## src/rtl/pc_fetch_stage.sv

```systemverilog
// pc_fetch_stage: program counter and IF/ID pipeline register for the fetch
// stage. Redirects on taken branches using the pre-shifted 15-bit offset
// (target = branch_pc + PC_STEP + branch_offset, silently wrapping), issues
// instruction-memory requests, waits on imem_ready, and honours decode stall.
// Optional macro FETCH_PERF_CNT_EN adds fetch_count / bubble_count outputs.
module pc_fetch_stage #(
  parameter int PC_WIDTH    = 15,
  parameter int INSTR_WIDTH = 32,
  parameter int PC_STEP     = 2,
  parameter int RESET_PC    = 0
) (
  input  logic                   clk,
  input  logic                   rst_n,
  input  logic                   stall,
  input  logic                   branch_taken,
  input  logic [PC_WIDTH-1:0]    branch_pc,
  input  logic [PC_WIDTH-1:0]    branch_offset,
  output logic                   imem_req,
  output logic [PC_WIDTH-1:0]    imem_addr,
  input  logic                   imem_ready,
  input  logic [INSTR_WIDTH-1:0] imem_rdata,
  output logic                   if_valid,
  output logic [INSTR_WIDTH-1:0] if_instr,
  output logic [PC_WIDTH-1:0]    if_pc_next
`ifdef FETCH_PERF_CNT_EN
  ,
  output logic [31:0]            fetch_count,
  output logic [31:0]            bubble_count
`endif
);

  localparam logic [PC_WIDTH-1:0] LP_STEP     = PC_WIDTH'(PC_STEP);
  localparam logic [PC_WIDTH-1:0] LP_RESET_PC = PC_WIDTH'(RESET_PC);

  typedef enum logic [1:0] {
    ST_IDLE = 2'd0,
    ST_RUN  = 2'd1,
    ST_WAIT = 2'd2
  } state_t;

  state_t                 r_state;
  logic [PC_WIDTH-1:0]    r_pc;
  logic                   r_imem_req;
  logic                   r_if_valid;
  logic [INSTR_WIDTH-1:0] r_if_instr;
  logic [PC_WIDTH-1:0]    r_if_pc_next;

  logic [PC_WIDTH-1:0]    w_target;
  logic [PC_WIDTH-1:0]    w_pc_inc;

  // Branch target and sequential PC; both wrap modulo 2^PC_WIDTH by width.
  assign w_target = branch_pc + LP_STEP + branch_offset;
  assign w_pc_inc = r_pc + LP_STEP;

  assign imem_addr  = r_pc;
  assign imem_req   = r_imem_req;
  assign if_valid   = r_if_valid;
  assign if_instr   = r_if_instr;
  assign if_pc_next = r_if_pc_next;

  // Fetch FSM: PC, request flag and IF/ID register, priority branch > stall > ready.
  always_ff @(posedge clk) begin
    if (!rst_n) begin
      r_state      <= ST_IDLE;
      r_pc         <= LP_RESET_PC;
      r_imem_req   <= 1'b0;
      r_if_valid   <= 1'b0;
      r_if_instr   <= '0;
      r_if_pc_next <= '0;
    end else begin
      case (r_state)
        ST_IDLE: begin
          // One settling cycle after reset; all inputs ignored here.
          r_state    <= ST_RUN;
          r_imem_req <= 1'b1;
        end
        ST_RUN, ST_WAIT: begin
          r_imem_req <= 1'b1;
          if (branch_taken) begin
            // Redirect and flush; any outstanding request is abandoned.
            r_pc       <= w_target;
            r_if_valid <= 1'b0;
            r_state    <= ST_RUN;
          end else if (stall) begin
            // Decode busy: hold everything, including the current state.
            r_state <= r_state;
          end else if (imem_ready) begin
            r_if_instr   <= imem_rdata;
            r_if_pc_next <= w_pc_inc;
            r_if_valid   <= 1'b1;
            r_pc         <= w_pc_inc;
            r_state      <= ST_RUN;
          end else begin
            r_if_valid <= 1'b0;
            r_state    <= ST_WAIT;
          end
        end
        default: begin
          // Unreachable encoding: recover through IDLE with a flushed IF/ID.
          r_state    <= ST_IDLE;
          r_imem_req <= 1'b0;
          r_if_valid <= 1'b0;
        end
      endcase
    end
  end

`ifdef FETCH_PERF_CNT_EN
  logic        w_active;
  logic        w_capture;
  logic        w_valid_nxt;
  logic        w_bubble;
  logic [31:0] r_fetch_count;
  logic [31:0] r_bubble_count;

  // Capture and next-valid decode mirroring the FSM priorities.
  assign w_active    = (r_state == ST_RUN) || (r_state == ST_WAIT);
  assign w_capture   = w_active && !branch_taken && !stall && imem_ready;
  assign w_valid_nxt = branch_taken ? 1'b0 :
                       stall        ? r_if_valid :
                       imem_ready;
  assign w_bubble    = w_active && !w_valid_nxt;

  assign fetch_count  = r_fetch_count;
  assign bubble_count = r_bubble_count;

  // Performance counters: captures and empty IF/ID cycles, wrapping at 2^32.
  always_ff @(posedge clk) begin
    if (!rst_n) begin
      r_fetch_count  <= 32'd0;
      r_bubble_count <= 32'd0;
    end else begin
      if (w_capture) begin
        r_fetch_count <= r_fetch_count + 32'd1;
      end else begin
        r_fetch_count <= r_fetch_count;
      end
      if (w_bubble) begin
        r_bubble_count <= r_bubble_count + 32'd1;
      end else begin
        r_bubble_count <= r_bubble_count;
      end
    end
  end
`endif

endmodule

```

## config.mk

```make
export PLATFORM = sky130hd
export DESIGN_NAME = pc_fetch_stage
export DESIGN_NICKNAME = d
export VERILOG_FILES = /design/src/rtl/pc_fetch_stage.sv
export SDC_FILE = /design/constraint.sdc
export NUM_CORES = 1
export LEC_CHECK = 0
export BUFFER_PORTS_ARGS = -buffer_cell sky130_fd_sc_hd__buf_2
export CORE_UTILIZATION = 45
export CTS_CLUSTER_DIAMETER = 200
export DETAILED_ROUTE_END_ITERATION = 8
export PLACE_DENSITY = 0.73
export SYNTH_ARGS = -nofsm -noshare
export SYNTH_HDL_FRONTEND = slang
export SYNTH_SLANG_ARGS = --single-unit
export TNS_END_PERCENT = 5
```

## constraint.sdc

```tcl
create_clock -name clk -period 2.9 [get_ports clk]
set_input_delay 0.435 -clock clk [delete_from_list [all_inputs] [get_ports clk]]
set_output_delay 0.435 -clock clk [all_outputs]
set_load 0.05 [all_outputs]
```

==> results.py <==
metrics = {
    "sta": {
        "maxSlewHeadroom": 0.503,
        "period_share": 0.833,
        "clock_skew_ns": 0.00736,
        "hold_viol_final": 0,
        "setup_ws_ns": 0.483,
        "layout_min_cycle_time_ns": 2.42,
        "rsz0062_at_grt": "false",
        "max_slew.worst_pin.slew_ns": 0.745,
        "drv_slew": 0,
        "fmax_mhz": 414,
        "tns_ns": 0,
        "finalSetupViolations": 0,
    },
    "floorplan": {
        "die_area_sq_mm": 0.00865,
        "die_h_um": 93.0,
        "die_x_um": 93.0,
        "core_sq_mm": 0.00789,
        "row_count": 32,
        "initial_core_util": 0.473,
        "io_pins": 131,
    },
    "pwr": {
        "p_sw_w": 0.000804,
        "seqPwrFrac": 0.406,
        "power_density_mw_per_mm2": 528,
        "power_leakage_nw": 2.10,
        "p_comb_frac": 0.249,
        "switching_share": 0.327,
        "ir_drop_mv": 0.288,
        "clockPowerShare": 0.345,
        "internal-power_w": 0.00165,
    },
    "clock_tree": {
        "clk_pin_slew_ns": 0.07,
        "cts_resized": 0,
        "post-cts-setup-buffer-count": 0,
        "numCtsBuffers": 9,
        "tritoncts": "yes",
        "clock-root-buffer": "clkbuf_8",
        "clock_sinks": 66,
        "insertion_delay_ns": 0.34,
        "max-clock-path-buffers": 2,
        "htree_levels": 3,
        "cts-hold-fix-buffers": 0,
    },
    "place": {
        "port_buffers": 130,
        "hpwl_um": 7000,
        "gp_congestion": 0.893,
        "dp_slack_ns": 0.243,
    },
    "drt": {
        "firstDrtPassIters": 4,
        "via_per_inst": 5.27,
        "wirelength_um": 9300,
        "drt_iter0_drc": 190,
        "vias": 3628,
        "drc": 0,
        "detail-route-antenna-nets": 0,
        "avgRoutedWirePerCell_um": 13.5,
    },
    "synthesis": {
        "synthAdderAreaFrac": 0.106,
        "ys_ff_latch": 66,
        "ys_seq_area_frac": 0.354,
        "syn_avg_cell_area_sq_um": 8.02,
        "netlist_area_sq_mm": 0.00373,
        "synth.area.mux_share": 0.0191,
        "synth-async-reset-ratio": 0,
        "yosys_warnings": 0,
        "synth-simple-area-share": 0.219,
        "synth.distinct_cells": 55,
        "synth_edf_count": 0,
        "syn_inst": 465,
        "synth_top_family_by_area": "simple AND/OR/NAND/NOR gates",
        "synth_compound_gate_area_share": 0.206,
        "synthTopCellsByArea": "dfxtp_1, ha_1, nand2_1",
        "ys.flop_type": "dfxtp_1",
        "synth_xor_area_frac": 0.0446,
        "yosysTopAreaCellShare": 0.354,
        "yosys.area.top_type": "dfxtp_1",
        "syn_nets": 563,
    },
    "worst_setup_path": {
        "cp.arrival_ns": 2.65,
        "rr_endpoint": "imem_addr[11]$_SDFFE_PN0P_",
        "reg2reg_depth": 7,
        "path_max_fanout": 13,
        "critPathCapture": "imem_addr[11]$_SDFFE_PN0P_",
        "r2r-start": "r_state[1]$_SDFFE_PN0N_",
        "required_ns": 3.13,
        "cp-start-kind": "flop",
        "crit_type": "flop to flop",
        "crit_start": "r_state[1]$_SDFFE_PN0N_",
        "cp-end-kind": "flop",
        "ff2ff_setup_slack_ns": 0.48,
    },
    "global_route": {
        "grt_pass1_vias": 3383,
        "grt_pass1_wl_um": 15400,
        "grt_remaining_overflow": 0,
        "grt_usage": 0.223,
        "antenna_found_initial": 0,
        "grt_max_degree": 55,
    },
    "hold_path": {
        "hold_path_depth": 3,
        "hold_class": "input port to flop",
    },
    "final_layout": {
        "mostFrequentLayoutCell": "buf_2",
        "drive_gt1_frac": 0.271,
        "nets": 680,
        "diodes": 0,
        "layout_common_cells": "buf_2, nand2_1, dfxtp_1",
        "syn_to_final_growth_pct": 24.8,
    },
    "status": {
        "status": "complete, no violations",
    },
    "job": {
        "maxCapViolCount": 0,
    },
}
[critical path, stage by stage (launching register included)]
cell	delay, ns
dfxtp_1	0.36
inv_1	0.06
ha_1	0.51
nor4bb_4	0.78
nand2_1	0.18
o32ai_1	0.27
a211oi_1	0.07
o41ai_1	0.07
[sequential cells by signal (all words and copies together) (netlist names)]
register	count
imem_addr	15
r_state	2
if_instr	32
if_valid	1
if_pc_next	15
imem_req	1
[per-stage QoR]
step           cells  total power [W]  utilization  cell area, sq um  hold slack [ns]
6_report         689          0.00246        0.590              4650            0.327
5_1_grt          689          0.00260        0.590              4650            0.311
4_1_cts          689          0.00247        0.590              4650            0.316
3_5_place_dp     673          0.00163        0.562              4430            0.444
3_3_place_gp     673          0.00162        0.562              4430            0.440
2_1_floorplan    465          0.00146            -              3730            0.446
[cells in the mapped netlist (4+ instances only)]
master	number
nand4_1	4
xnor2_1	15
nor2b_1	6
nand3_1	12
o21ai_0	19
xor2_1	4
a211oi_1	15
ha_1	30
clkbuf_1	15
nor3_1	10
a21oi_1	56
o21a_1	4
nor2_1	29
and3_1	5
dfxtp_1	66
mux2i_1	6
inv_1	16
a21o_1	6
buf_2	8
nand2_1	88
[routing by layer]
metal  part of all wire  track usage  vias up  routed length [um]
met4              0.013       0.0821        0                 120
met2               0.46        0.363      110                4270
met3              0.061       0.0488       13                 565
li1                   -            -     1876                   -
met1               0.47        0.288     1629                4350
met5                  0            0        -                   0
[cells by family after synthesis]
kind of cell | after synthesis
AND/OR/NAND/NOR | 173
AO/OA/AOI/OAI | 125
flip-flops | 66
buffers and inverters | 44
adder cells (fa/ha/maj) | 31
XOR/XNOR | 19
multiplexers | 7
[power groups by stage]
stage	clock, W	combinational, W	sequential, W
5_1_grt	0.000917	0.000675	0.00100
2_1_floorplan	0	0.000324	0.00113
4_1_cts	0.000867	0.000610	0.000997
3_5_place_dp	0	0.000607	0.00102
6_report	0.000848	0.000611	0.000997
3_3_place_gp	0	0.000600	0.00102
[worst min path at each step]
stage                              startpoint                         end  slack, ns
floorplan           imem_addr[0]$_SDFFE_PN0P_  if_pc_next[0]$_SDFFE_PN0P_       0.45
global placement    if_instr[15]$_SDFFE_PN0P_   if_instr[15]$_SDFFE_PN0P_       0.44
detailed placement  if_instr[17]$_SDFFE_PN0P_   if_instr[17]$_SDFFE_PN0P_       0.44
CTS                            imem_rdata[18]   if_instr[18]$_SDFFE_PN0P_       0.32
global route                   imem_rdata[15]   if_instr[15]$_SDFFE_PN0P_       0.31
finish                         imem_rdata[28]   if_instr[28]$_SDFFE_PN0P_       0.33
[area by class of cell]
class | count | area, sq um
clock buffers | 10 | 128
fillers | 752 | 3240
repair buffers | 134 | 693
flip-flops and latches | 66 | 1320
inverters | 16 | 60.1
multi-input cells | 355 | 2230
well taps | 102 | 128
clock inverters | 6 | 90.1
Note: power is estimated with default switching activity, not from simulation.
